--- config.mk ---
export PLATFORM = sky130hd
export DESIGN_NAME = ram_bridge_flat
export DESIGN_NICKNAME = d
export VERILOG_FILES = /design/src/rtl/ram_bridge_if.sv /design/src/rtl/ram_bridge.sv /design/src/flat_wrapper.sv
export SDC_FILE = /design/constraint.sdc
export NUM_CORES = 1
export LEC_CHECK = 0
export CORE_MARGIN = 4
export CORE_UTILIZATION = 47
export CTS_CLUSTER_DIAMETER = 100
export DETAILED_ROUTE_END_ITERATION = 10
export PLACE_DENSITY = 0.85
export SETUP_SLACK_MARGIN = 0.5
export SLEW_MARGIN = 20
export SYNTH_ARGS = -nofsm -noshare
export SYNTH_HDL_FRONTEND = slang
export SYNTH_SLANG_ARGS = --single-unit
--- constraint.sdc ---
create_clock -name clk -period 3.8 [get_ports clk]
set_input_delay 0.76 -clock clk [delete_from_list [all_inputs] [get_ports clk]]
set_output_delay 0.76 -clock clk [all_outputs]
set_load 0.02 [all_outputs]
--- src/rtl/ram_bridge_if.sv ---
// CPU word bus plus 16-bit block-RAM port, grouped as seen by the bridge (slave)
// and by the CPU/RAM side driving it (master).
interface ram_bridge_if #(
    parameter int ADDRESS_WIDTH = 14
);
    logic                     cpu_valid;
    logic                     cpu_ready;
    logic [ADDRESS_WIDTH:0]   cpu_addr;
    logic [3:0]               cpu_wstrb;
    logic [31:0]              cpu_wdata;
    logic [31:0]              cpu_rdata;
    logic [1:0]               ram_we;
    logic [ADDRESS_WIDTH-1:0] ram_addr;
    logic [15:0]              ram_data;
    logic [15:0]              ram_q;

    modport slave (
        input  cpu_valid, cpu_addr, cpu_wstrb, cpu_wdata, ram_q,
        output cpu_ready, cpu_rdata, ram_we, ram_addr, ram_data
    );

    modport master (
        output cpu_valid, cpu_addr, cpu_wstrb, cpu_wdata, ram_q,
        input  cpu_ready, cpu_rdata, ram_we, ram_addr, ram_data
    );
endinterface

--- src/rtl/ram_bridge.sv ---
// Splits each 32-bit CPU access into a low then high 16-bit RAM access and
// reassembles read data from the RAM's registered output.
//
// state | meaning
// IDLE  | waiting for cpu_valid; latches the request
// LO    | low-half RAM access presented
// HI    | high-half RAM access presented; low read half captured
// WAIT  | reads only: high read half captured
// ACK   | cpu_ready high for one cycle
module ram_bridge #(
    parameter int ADDRESS_WIDTH = 14
) (
    input  logic         clk,
    input  logic         rst_n,
    ram_bridge_if.slave  bus
);
    localparam int WORD_W = ADDRESS_WIDTH - 1;

    typedef enum logic [2:0] {
        S_IDLE,
        S_LO,
        S_HI,
        S_WAIT,
        S_ACK
    } state_t;

    state_t            state_q, state_d;
    logic [WORD_W-1:0] word_q, word_d;
    logic [3:0]        wstrb_q, wstrb_d;
    logic [31:0]       wdata_q, wdata_d;
    logic [31:0]       rdata_q, rdata_d;
    logic              ready_q, ready_d;
    logic              lsb_q, lsb_d;

    logic [1:0]        ram_we_c;
    logic [15:0]       ram_data_c;
    logic              addr_lsb_unused;

    assign addr_lsb_unused = ^bus.cpu_addr[1:0];

    always_ff @(posedge clk or negedge rst_n) begin
        if (!rst_n) begin
            state_q <= S_IDLE;
            word_q  <= '0;
            wstrb_q <= '0;
            wdata_q <= '0;
            rdata_q <= '0;
            ready_q <= 1'b0;
            lsb_q   <= 1'b0;
        end else begin
            state_q <= state_d;
            word_q  <= word_d;
            wstrb_q <= wstrb_d;
            wdata_q <= wdata_d;
            rdata_q <= rdata_d;
            ready_q <= ready_d;
            lsb_q   <= lsb_d;
        end
    end

    always_comb begin
        state_d = state_q;
        word_d  = word_q;
        wstrb_d = wstrb_q;
        wdata_d = wdata_q;
        rdata_d = rdata_q;
        lsb_d   = lsb_q;
        case (state_q)
            S_IDLE: begin
                if (bus.cpu_valid) begin
                    word_d  = bus.cpu_addr[ADDRESS_WIDTH:2];
                    wstrb_d = bus.cpu_wstrb;
                    wdata_d = bus.cpu_wdata;
                    state_d = S_LO;
                end
            end
            S_LO: begin
                lsb_d   = 1'b0;
                state_d = S_HI;
            end
            S_HI: begin
                lsb_d = 1'b1;
                // ram_q here is the low-half result of the LO address
                if (wstrb_q == 4'b0000) begin
                    rdata_d[15:0] = bus.ram_q;
                    state_d       = S_WAIT;
                end else begin
                    state_d = S_ACK;
                end
            end
            S_WAIT: begin
                rdata_d[31:16] = bus.ram_q;
                state_d        = S_ACK;
            end
            S_ACK:   state_d = S_IDLE;
            default: state_d = S_IDLE;
        endcase
        ready_d = (state_d == S_ACK);
    end

    always_comb begin
        ram_we_c   = 2'b00;
        ram_data_c = wdata_q[15:0];
        case (state_q)
            S_LO: ram_we_c = wstrb_q[1:0];
            S_HI: begin
                ram_we_c   = wstrb_q[3:2];
                ram_data_c = wdata_q[31:16];
            end
            default: ram_we_c = 2'b00;
        endcase
    end

    // Outside LO/HI the address simply holds its last presented value
    assign bus.ram_addr  = {word_q, (state_q == S_LO) ? 1'b0 :
                                    (state_q == S_HI) ? 1'b1 : lsb_q};
    assign bus.ram_we    = ram_we_c;
    assign bus.ram_data  = ram_data_c;
    assign bus.cpu_ready = ready_q;
    assign bus.cpu_rdata = rdata_q;
endmodule

--- src/flat_wrapper.sv ---
// flat-port wrapper written by rule: the top's interface ports become plain ports
module ram_bridge_flat 
#(
    parameter int ADDRESS_WIDTH = 14
)
  (clk, rst_n, bus_cpu_valid, bus_cpu_addr, bus_cpu_wstrb, bus_cpu_wdata, bus_ram_q, bus_cpu_ready, bus_cpu_rdata, bus_ram_we, bus_ram_addr, bus_ram_data);
  ram_bridge_if #(.ADDRESS_WIDTH(ADDRESS_WIDTH)) bus_i ();
  input  logic clk;
  input  logic rst_n;
  input wire logic [$bits(bus_i.cpu_valid)-1:0] bus_cpu_valid;
  input wire logic [$bits(bus_i.cpu_addr)-1:0] bus_cpu_addr;
  input wire logic [$bits(bus_i.cpu_wstrb)-1:0] bus_cpu_wstrb;
  input wire logic [$bits(bus_i.cpu_wdata)-1:0] bus_cpu_wdata;
  input wire logic [$bits(bus_i.ram_q)-1:0] bus_ram_q;
  output wire logic [$bits(bus_i.cpu_ready)-1:0] bus_cpu_ready;
  output wire logic [$bits(bus_i.cpu_rdata)-1:0] bus_cpu_rdata;
  output wire logic [$bits(bus_i.ram_we)-1:0] bus_ram_we;
  output wire logic [$bits(bus_i.ram_addr)-1:0] bus_ram_addr;
  output wire logic [$bits(bus_i.ram_data)-1:0] bus_ram_data;
  assign bus_i.cpu_valid = bus_cpu_valid;
  assign bus_i.cpu_addr = bus_cpu_addr;
  assign bus_i.cpu_wstrb = bus_cpu_wstrb;
  assign bus_i.cpu_wdata = bus_cpu_wdata;
  assign bus_i.ram_q = bus_ram_q;
  assign bus_cpu_ready = bus_i.cpu_ready;
  assign bus_cpu_rdata = bus_i.cpu_rdata;
  assign bus_ram_we = bus_i.ram_we;
  assign bus_ram_addr = bus_i.ram_addr;
  assign bus_ram_data = bus_i.ram_data;
  ram_bridge #(.ADDRESS_WIDTH(ADDRESS_WIDTH)) u_core (.clk(clk), .rst_n(rst_n), .bus(bus_i));
endmodule
# Word level (Yosys, flattened, before mapping)

Index checks and enable logic that the tools add are counted.

Equality and inequality tests: 4
Mux-type cells: 8
Reduce and logical (&&, ||, !) cells: 5

Operator list:

| kind                                                                  | number |
|---|---|
| 16-bit 2-to-1 mux                                                     | 1 |
| 3-bit case mux with 4 select lines                                    | 1 |
| 3-bit by 2-bit equality test with 1-bit output, second input constant | 2 |
| 3-bit 2-to-1 mux                                                      | 2 |
| 4-bit zero test                                                       | 1 |
| 2-bit case mux with 2 select lines                                    | 1 |
| 2-bit AND reduction                                                   | 2 |
| 3-bit by 1-bit equality test with 1-bit output, second input constant | 1 |
| 3-bit equality test, second input constant                            | 1 |
| 3-bit zero test                                                       | 1 |
| 1-bit 2-to-1 mux                                                      | 2 |
| 1-bit case mux with 2 select lines                                    | 1 |
| 2-bit nonzero test                                                    | 1 |

Flip-flop bits (word level): 86
Input port bits: 70
Output and inout bits: 65

# Logic depth before layout (Yosys ltp)

Word-level depth: 4
Depth in mapped cells: 5
Mapped depth without buffers: 3

# Least setup slack after synthesis

Ideal clock, no wire load.

Kind: reg2out
Start: register u_core.state_q[0]
End: output port bus_ram_data[10]
Arrival time: 1559 ps
Data required time: 3040 ps
Slack: 1481 ps
Stages on the path, launching flop included: 5
Path through: dfrtp_1 -> buf_2 -> nor3b_4 -> buf_2 -> mux2_2

Longest elaborated chain between the ends: 2

RTL lines:

| element                                        | RTL line           | text |
|---|---|---|
| start: declaration                             | ram_bridge.sv:27   | `state_t state_q, state_d;` |
| start signal: assignment                       | ram_bridge.sv:51   | `state_q <= state_d;` |
| 3-bit by 2-bit equality test with 1-bit output | ram_bridge.sv:104  | `case (state_q)` |
| 16-bit 2-to-1 mux                              | ram_bridge.sv:104  |  |
| end: declaration                               | flat_wrapper.sv:19 | `output wire logic [$bits(bus_i.ram_data)-1:0] bus_ram_data;` |

No other way between the ends.

# Worst setup path after layout

Start: register u_core.state_q[1]
End: output port bus_ram_data[13]

Same word-level chain as after synthesis.

==> impl_metrics.toml <==
[status]
status = "finished clean"

[final_layout]
diodes = 0
drive_above_1_share_pct = 33.3
layout.cells.non_filler = 450
syn2layout_area_growth_pct = 48.7
finalNetCount = 420

[sta]
setup-violations-final = 0
drv_slew = 0
rsz0062_at_grt = "false"
fmax_ghz = 0.335
finalCritPeriodShare_pct = 78.5
setup_tns_ps = 0
maxSlewHeadroom_pct = 46.6
skew_ps = 10.3
finalHoldViolations = 0
whs_ps = 453
tightest_slew_ps = 798
layout_min_cycle_time_ps = 2980

[yosys]
syn_avg_cell_area_um2 = 16.1
synth_nets = 284
synth_cell_types = 17
yosys.area_share.simple_pct = 2.83
ys_ff_latch = 86
synth_top_cell_area_share_pct = 62.3
yosys-top-cells-area = "dfrtp_1, mux2_2, buf_2"
synthCells = 214
syn_area_um2 = 3450
synth_edf_count = 0
synth_compound_area_share_pct = 1.52
synthAdderAreaFrac_pct = 0
ys_warn_count = 0
synth_top_family_by_area = "multiplexers"
synth_top_area_cell = "dfrtp_1"
ys.flop_type = "dfrtp_1"
muxShareOfSynthArea_pct = 31.6
synth_commonest_cells = "mux2_2, dfrtp_1, buf_2"
synth.most_common_cell = "mux2_2"
async_flop_share_pct = 100
yosysSeqAreaShare_pct = 62.3
synth_xor_area_share_pct = 0

[global_routing]
use_met1_pct = 20.3
grt_busiest_layer = "met2"
grt_pass1_wl_mm = 11.9
grt_util_met3_pct = 8.09
grt_usage_pct = 18.0
grt_max_degree = 87
antenna_found_initial = 0
grt_overflow = 0
grt_pass1_vias = 2419
grtUsageMet2_pct = 30.8

[floorplan]
core_area_um2 = 6980
rows = 30
start_util_pct = 49.5
die_w_um = 93.7
io_pins = 135
dieHeight_um = 93.7
dieArea_um2 = 8790

[power]
cellPowerDensity_nw_per_um2 = 915
power.leakage_nw = 2.12
peakVddDrop_mv = 0.388

[cts]
cts_tree = "yes"
ctsResizeCount = 0
clk_latency_ps = 350
cts_hold_buf = 0
cts.path.max_buffers = 2
numCtsBuffers = 9
root_buffer = "clkbuf_8"
clk_pin_slew_ps = 80
clock_sinks = 86
post_cts.repair.setup_buffers = 0
htreeDepth = 3

[routing]
viasPerCell = 4.90
wl_per_cell_um = 17.1
drtAntennaViolNets = 0
first_iter_violations = 71
wl_mm = 7.68
dr.pass1.iters = 4
drc = 0
vias = 2206

[critical_path]
critPathKind = "flop to output pin"
reg2reg_slack_ps = 1710
critPathLaunchType = "flop"
timing.rr.start = "u_core.state_q[0]$_DFF_PN0_"
endpoint_kind = "output pin"
arrival_ps = 2220
cp_max_fo = 8
cp.required_ps = 3040
timing.rr.end = "u_core.wdata_q[26]$_DFFE_PN0P_"
reg2reg_depth = 3

[placed_design]
port_buffers = 132
place_congestion = 0.700
place_inst = 435
dpl.hpwl_mm = 5.54

[run]
cap_viol_max_count = 0

[worst_hold_path]
worstHoldPathType = "input pin to async pin"
==> critical path: stages, from the launching register on <==
cell and delay, ps:
dfrtp_1 500, nor3b_4 250, buf_4 220, mux2_2 350
clkdlybuf4s50_1 570
==> logic make-up after synthesis <==
logic type,count (synthesis)
simple gates,12
mux,97
buf+inv,11
flops,86
compound gates,8
==> layer usage <==
metal / vias to the layer above / share of wire, %
met2: 87 / 51
li1: 1034 / -
met5: - / 0
met1: 1080 / 39
met4: 0 / 0.91
met3: 5 / 9.0
==> per-stage QoR <==
step / setup WS (ps) / total power [mW] / instance area, um2 / util [%]
3_5_place_dp: 1070 / 3.95 / 4880 / 69.9
3_3_place_gp: 1110 / 3.87 / 4880 / 69.9
5_1_grt: 731 / 4.97 / 5140 / 73.6
6_report: 816 / 4.70 / 5140 / 73.6
4_1_cts: 806 / 4.76 / 5130 / 73.5
2_1_floorplan: 1480 / 2.89 / 3450 / -
==> layout make-up <==
type / count / area (um2)
timing repair buffer: 135 / 1360
fill: 471 / 1850
inverter: 1 / 3.75
tap: 96 / 120
multi-input combinational: 117 / 1250
clock inverter: 4 / 120
sequential: 86 / 2150
clock buffer: 11 / 131
==> worst max-delay path by stage <==
stage,startpoint,to,slack [ps],cells past startpoint
final,u_core.state_q[1]$_DFF_PN0_,bus_ram_data[13],820,4
after global routing,u_core.state_q[1]$_DFF_PN0_,bus_ram_data[15],730,4
after floorplan,u_core.state_q[0]$_DFF_PN0_,bus_ram_data[10],1480,4
after detailed placement,bus_cpu_valid,u_core.wdata_q[26]$_DFFE_PN0P_,1070,4
after CTS,u_core.state_q[0]$_DFF_PN0_,bus_ram_data[15],810,4
after global placement,bus_cpu_valid,u_core.wdata_q[25]$_DFFE_PN0P_,1110,4
==> cell usage in the layout, fill, tap and decap left out, types with 2 or more instances in the layout <==
cell type        instances
a21boi_0                 2
clkbuf_1                 2
clkdlybuf4s50_1        131
o21ai_0                  3
clkbuf_8                 9
a22oi_1                  2
nor2b_1                  3
nor2_1                   3
mux2_2                  97
dfrtp_1                 86
bufinv_16                4
buf_4                    2
==> sequential cells by signal, summed over array words and instances (netlist names) <==
| register | flops |
|---|---|
| u_core.bus.cpu_rdata | 32 |
| u_core.wdata_q | 32 |
| u_core.word_q | 13 |
| u_core.wstrb_q | 4 |
| u_core.state_q | 3 |
| u_core.bus.cpu_ready | 1 |
| u_core.lsb_q | 1 |
==> where the power goes <==
group / total (mW) / leakage, nW / switching, mW / internal (mW)
clock: 0.801 / 0.124 / 0.300 / 0.500
combinational: 2.27 / 0.984 / 0.996 / 1.27
sequential: 1.63 / 1.01 / 0.251 / 1.38
total: 4.70 / 2.12 / 1.55 / 3.15
(Power assumes the default switching activity.)
